File: src/rtl/pq_share_arbiter.sv
// Round-robin arbiter sharing one registered p/q output stage among NUM_REQ requesters.
// Locked grants are capped at MAX_BURST transfers; release re-arbitrates on the same edge.
module pq_share_arbiter #(
    parameter int unsigned NUM_REQ   = 4,
    parameter int unsigned MAX_BURST = 4,
    localparam int unsigned IDW      = $clog2(NUM_REQ),
    localparam int unsigned CW       = $clog2(MAX_BURST + 1)
) (
    input  logic               clk,
    input  logic               rst,
    input  logic [NUM_REQ-1:0] req,
    input  logic [NUM_REQ-1:0] lock,
    input  logic [NUM_REQ-1:0] a_in,
    output logic [NUM_REQ-1:0] gnt,
    output logic               gnt_valid,
    output logic [IDW-1:0]     gnt_id,
    output logic               p,
    output logic               q,
    output logic [CW-1:0]      burst_cnt
);

    typedef enum logic {IDLE, GRANT} state_t;

    state_t             state, state_nxt;
    logic [IDW-1:0]     ptr, ptr_nxt;
    logic [NUM_REQ-1:0] gnt_nxt;
    logic [IDW-1:0]     gnt_id_nxt;
    logic               p_nxt, q_nxt;
    logic [CW-1:0]      burst_nxt;

    logic               xfer, rel;
    logic [IDW-1:0]     scan_start;
    logic               win_found;
    logic [IDW-1:0]     win_id;

    // Successor index modulo NUM_REQ (NUM_REQ need not be a power of two).
    function automatic logic [IDW-1:0] succ(input logic [IDW-1:0] k);
        if (k == IDW'(NUM_REQ - 1)) begin
            return '0;
        end
        return k + IDW'(1);
    endfunction

    // First set request bit scanning start, start+1, ... with wraparound; MSB = found.
    function automatic logic [IDW:0] first_from(input logic [NUM_REQ-1:0] r,
                                                input logic [IDW-1:0]     start);
        int unsigned t;
        for (int unsigned i = 0; i < NUM_REQ; i++) begin
            t = 32'(start) + i;
            if (t >= NUM_REQ) begin
                t = t - NUM_REQ;
            end
            if (r[t]) begin
                return {1'b1, IDW'(t)};
            end
        end
        return '0;
    endfunction

    // State register and registered outputs.
    always_ff @(posedge clk or posedge rst) begin
        if (rst) begin
            state     <= IDLE;
            ptr       <= '0;
            gnt       <= '0;
            gnt_valid <= 1'b0;
            gnt_id    <= '0;
            p         <= 1'b0;
            q         <= 1'b0;
            burst_cnt <= '0;
        end else begin
            state     <= state_nxt;
            ptr       <= ptr_nxt;
            gnt       <= gnt_nxt;
            gnt_valid <= |gnt_nxt;
            gnt_id    <= gnt_id_nxt;
            p         <= p_nxt;
            q         <= q_nxt;
            burst_cnt <= burst_nxt;
        end
    end

    // Next state: transfer/release decision and the arbitration scan.
    always_comb begin
        state_nxt  = state;
        xfer       = 1'b0;
        rel        = 1'b0;
        scan_start = ptr;
        if (state == GRANT) begin
            scan_start = succ(gnt_id);
            xfer       = req[gnt_id];
            rel        = !req[gnt_id] || !lock[gnt_id] ||
                         (burst_cnt + CW'(1) == CW'(MAX_BURST));
        end
        {win_found, win_id} = first_from(req, scan_start);
        case (state)
            IDLE:    if (win_found) state_nxt = GRANT;
            GRANT:   if (rel && !win_found) state_nxt = IDLE;
            default: state_nxt = IDLE;
        endcase
    end

    // Output/datapath next values.
    always_comb begin
        ptr_nxt    = ptr;
        gnt_nxt    = gnt;
        gnt_id_nxt = gnt_id;
        p_nxt      = p;
        q_nxt      = q;
        burst_nxt  = burst_cnt;
        case (state)
            IDLE: begin
                if (win_found) begin
                    gnt_nxt    = NUM_REQ'(1) << win_id;
                    gnt_id_nxt = win_id;
                    burst_nxt  = '0;
                end
            end
            GRANT: begin
                if (xfer) begin
                    p_nxt     = a_in[gnt_id];
                    q_nxt     = ~a_in[gnt_id];
                    burst_nxt = burst_cnt + CW'(1);
                end
                if (rel) begin
                    ptr_nxt   = succ(gnt_id);
                    burst_nxt = '0;
                    if (win_found) begin
                        gnt_nxt    = NUM_REQ'(1) << win_id;
                        gnt_id_nxt = win_id;
                    end else begin
                        gnt_nxt = '0;
                    end
                end
            end
            default: ;
        endcase
    end

endmodule

File: config.mk
export PLATFORM = sky130hd
export DESIGN_NAME = pq_share_arbiter
export DESIGN_NICKNAME = d
export VERILOG_FILES = /design/src/rtl/pq_share_arbiter.sv
export SDC_FILE = /design/constraint.sdc
export NUM_CORES = 1
export LEC_CHECK = 0
export BUFFER_PORTS_ARGS = -buffer_cell sky130_fd_sc_hd__buf_2
export CAP_MARGIN = 10
export CORE_ASPECT_RATIO = 0.9
export CORE_MARGIN = 2
export CORE_UTILIZATION = 42
export DETAILED_ROUTE_END_ITERATION = 6
export PLACE_DENSITY = 0.67
export SYNTH_ARGS = -nofsm -noshare
export SYNTH_HDL_FRONTEND = slang
export SYNTH_SLANG_ARGS = --single-unit
export TNS_END_PERCENT = 10
File: constraint.sdc
create_clock -name clk -period 5.2 [get_ports clk]
set_clock_uncertainty 0.15 [all_clocks]
set_input_delay 0.52 -clock clk [delete_from_list [all_inputs] [get_ports clk]]
set_output_delay 0.52 -clock clk [all_outputs]
set_load 0.005 [all_outputs]
==> impl_metrics.csv <==
group,metric,value,unit
layout,stdcell_count,133,
synth,synth_top_area_cell,"dfrtp_1",
synth,syn_avg_cell_area,10.98,sq um
setup_path,rr_endpoint,"gnt[0]$_DFF_PP0_",
setup_path,critPathLaunchType,"register",
synth,synth_enable_flop_cells,0,
layout,area_delta_synth_final,19.52,%
routing,drtPass1Iterations,4,
timing,relSlewSlack,58.06,%
synth,yosysSeqAreaShare,42.74,%
synth,synthFlopType,"dfrtp_1",
setup_path,r2r_start,"gnt_id[0]$_DFFE_PP0P_",
layout,nNetsFinal,126,
routing,drt_iter0_drc,10,
die,die_area,2474,sq um
global_routing,grt_pass1_vias,687,
clocking,hold_buffers,0,
synth,synth_commonest_cells,"dfrtp_1 (15), nand2_1 (9), inv_1 (6)",
synth,synth_nets,97,
layout,drive_gt1_share,32.41,%
power,p_total,568.8,uW
routing,drc,0,
layout,multiInputGateArea,469.2,sq um
timing,drv_slew,0,
synth,synth_area,878.3,sq um
timing,max_freq,438.9,MHz
die,design.core.area,1952,sq um
timing,finalSetupViolCount,0,
die,fp-row-count,15,
die,ios,26,
routing,drt-total-wl,1860,microns
job,drv_cap,0,
die,die_x,52.21,microns
clocking,cts_sinks,15,
layout,seqCellArea,375.4,sq um
setup_path,rr_worst_depth,5,
clocking,cts_buffers,3,
setup_path,required,5.18,ns
die,initial_utilization,45.00,%
timing,rsz0062_at_grt,"false",
timing,post-route-period-util,43.82,%
routing,via_count,723,
clocking,cts_tree,"done",
layout,insertedDiodeCount,0,
synth,ys_types,33,
global_routing,grt_first_pass_wirelength,3111,microns
clocking,cts_resized,0,
setup_path,worstSetupPathType,"register to register",
timing,tightestPinTransition,0.6291,ns
global_routing,grt_start_max_net_pins,16,
place,port_buffers,25,
outcome,status,"finished, final reports clean",
global_routing,grt_overflow,0,
place,hpwl,1445,microns
synth,synth_top_cell_area_share,42.74,%
timing,tns,0,ns
synth,async_flop_share,100.0,%
clocking,clkLatencyLatePin,0.27,ns
power,ir_drop,0.0003113,V
layout,fin_area,1050,sq um
layout,nFillCells,189,
setup_path,rrSetupSlack,2.92,ns
die,die_y,47.39,microns
setup_path,crit_path_max_fanout,8,
synth,ys_ff_latch,15,
place,place_inst,129,
place,place_area,1023,sq um
clocking,h-tree-depth,1,
power,power.density,541.8,nW/um^2
global_routing,gr-usage-all-layers,17.12,%
setup_path,crit_arrival,2.26,ns
setup_path,end_kind,"register",
global_routing,antenna_found_initial,0,
clocking,root_buffer,"clkbuf_4",
power,leakagePower,0.0005131,uW
routing,ant_nets,0,
routing,drt-vias-per-instance,5.436,
clocking,clk_pin_slew,0.09,ns
timing,finalCriticalPeriod,2.279,ns
synth,synth_warnings,0,
timing,hold_viol_final,0,
clocking,post_cts_buffers,0,
synth,synth_most_common_cell,"dfrtp_1",
routing,detail_route.wl_per_cell,13.98,microns
hold_path,hp-class,"input pin to async pin",
place,gp_congestion,0.7623,
clocking,cts_buffer_depth,2,
synth,netlist_top_cells_area,"dfrtp_1 (43%), mux4_1 (6.0%), ha_1 (4.3%)",
synth,synthCells,80,
[worst max-delay path, cell delays in order (launching register included)]
cell and delay (ns):
dfrtp_1 0.49, ha_1 0.38, mux2i_4 0.23, o22ai_1 0.10, a222oi_1 0.62, o31ai_1 0.17
[state kept, by name (all words and copies together) (netlist names)]
| name | cells |
|---|---|
| gnt_valid | 1 |
| gnt_id | 2 |
| gnt | 4 |
| burst_cnt | 3 |
| ptr | 2 |
| q | 1 |
| p | 1 |
| state | 1 |
[per-stage QoR]
stage | setup WS [ns] | hold slack, ns | util [%]
floorplan | 3.148 | 0.2715 | -
global placement | 2.992 | 0.3170 | 52.44
detailed placement | 2.946 | 0.3145 | 52.44
CTS | 2.923 | 0.1569 | 53.78
global route | 2.788 | 0.1851 | 53.78
finish | 2.921 | 0.1400 | 53.78
[per-layer routing]
metal	wire length (microns)	share of wire [%]	GRT usage [%]
met1	867	47	23.54
met2	925	50	30.13
met3	48	2.6	0.9554
met4	19	1.0	4.615
met5	0	0	0
[area by class of cell]
class / count / share of cell area, %
timing repair buffer: 25 / 11.92
tap: 25 / 2.980
clock buffer: 4 / 2.503
sequential: 15 / 35.76
multi-input combinational: 58 / 44.70
inverter: 6 / 2.145
[worst max path at each step]
stage                     startpoint               end  slack [ns]  cells past startpoint
2_1_floorplan  gnt_id[0]$_DFFE_PP0P_  gnt[0]$_DFF_PP0_        3.15                      5
3_3_place_gp   gnt_id[0]$_DFFE_PP0P_  gnt[2]$_DFF_PP0_        2.99                      5
3_5_place_dp   gnt_id[0]$_DFFE_PP0P_  gnt[2]$_DFF_PP0_        2.95                      5
4_1_cts        gnt_id[0]$_DFFE_PP0P_  gnt[2]$_DFF_PP0_        2.92                      5
5_1_grt        gnt_id[0]$_DFFE_PP0P_  gnt[0]$_DFF_PP0_        2.79                      5
6_report       gnt_id[0]$_DFFE_PP0P_  gnt[0]$_DFF_PP0_        2.92                      5
[logic make-up after synthesis]
kind of cell	after synthesis	share of synthesized area (%)
simple gates	22	12.39
compound gates	25	20.94
fa+ha+maj	3	4.274
buf+inv	7	3.846
flops	15	42.74
mux	7	14.81
xor+xnor	1	0.9973
[layout by cell type, fill, tap and decap left out, drive strengths merged, types with 2 or more instances in the layout]
| master | instances |
|---|---|
| buf | 25 |
| dfrtp | 15 |
| nand2 | 10 |
| inv | 6 |
| nor2 | 6 |
| o21ai | 5 |
| clkbuf | 4 |
| nand2b | 3 |
| o22ai | 3 |
| o31ai | 3 |
| ha | 3 |
| mux4 | 3 |
| a21o | 2 |
| a21oi | 2 |
| a31oi | 2 |
| a22o | 2 |
| mux2 | 2 |
| mux2i | 2 |
[where the power goes]
part / switching, uW / total (uW) / internal [uW]
Combinational: 146 / 297 / 151
Sequential: 43.9 / 208 / 164
Clock: 34.9 / 64.5 / 29.6
Total: 225 / 569 / 344
Power figures use the tool's default switching activity.
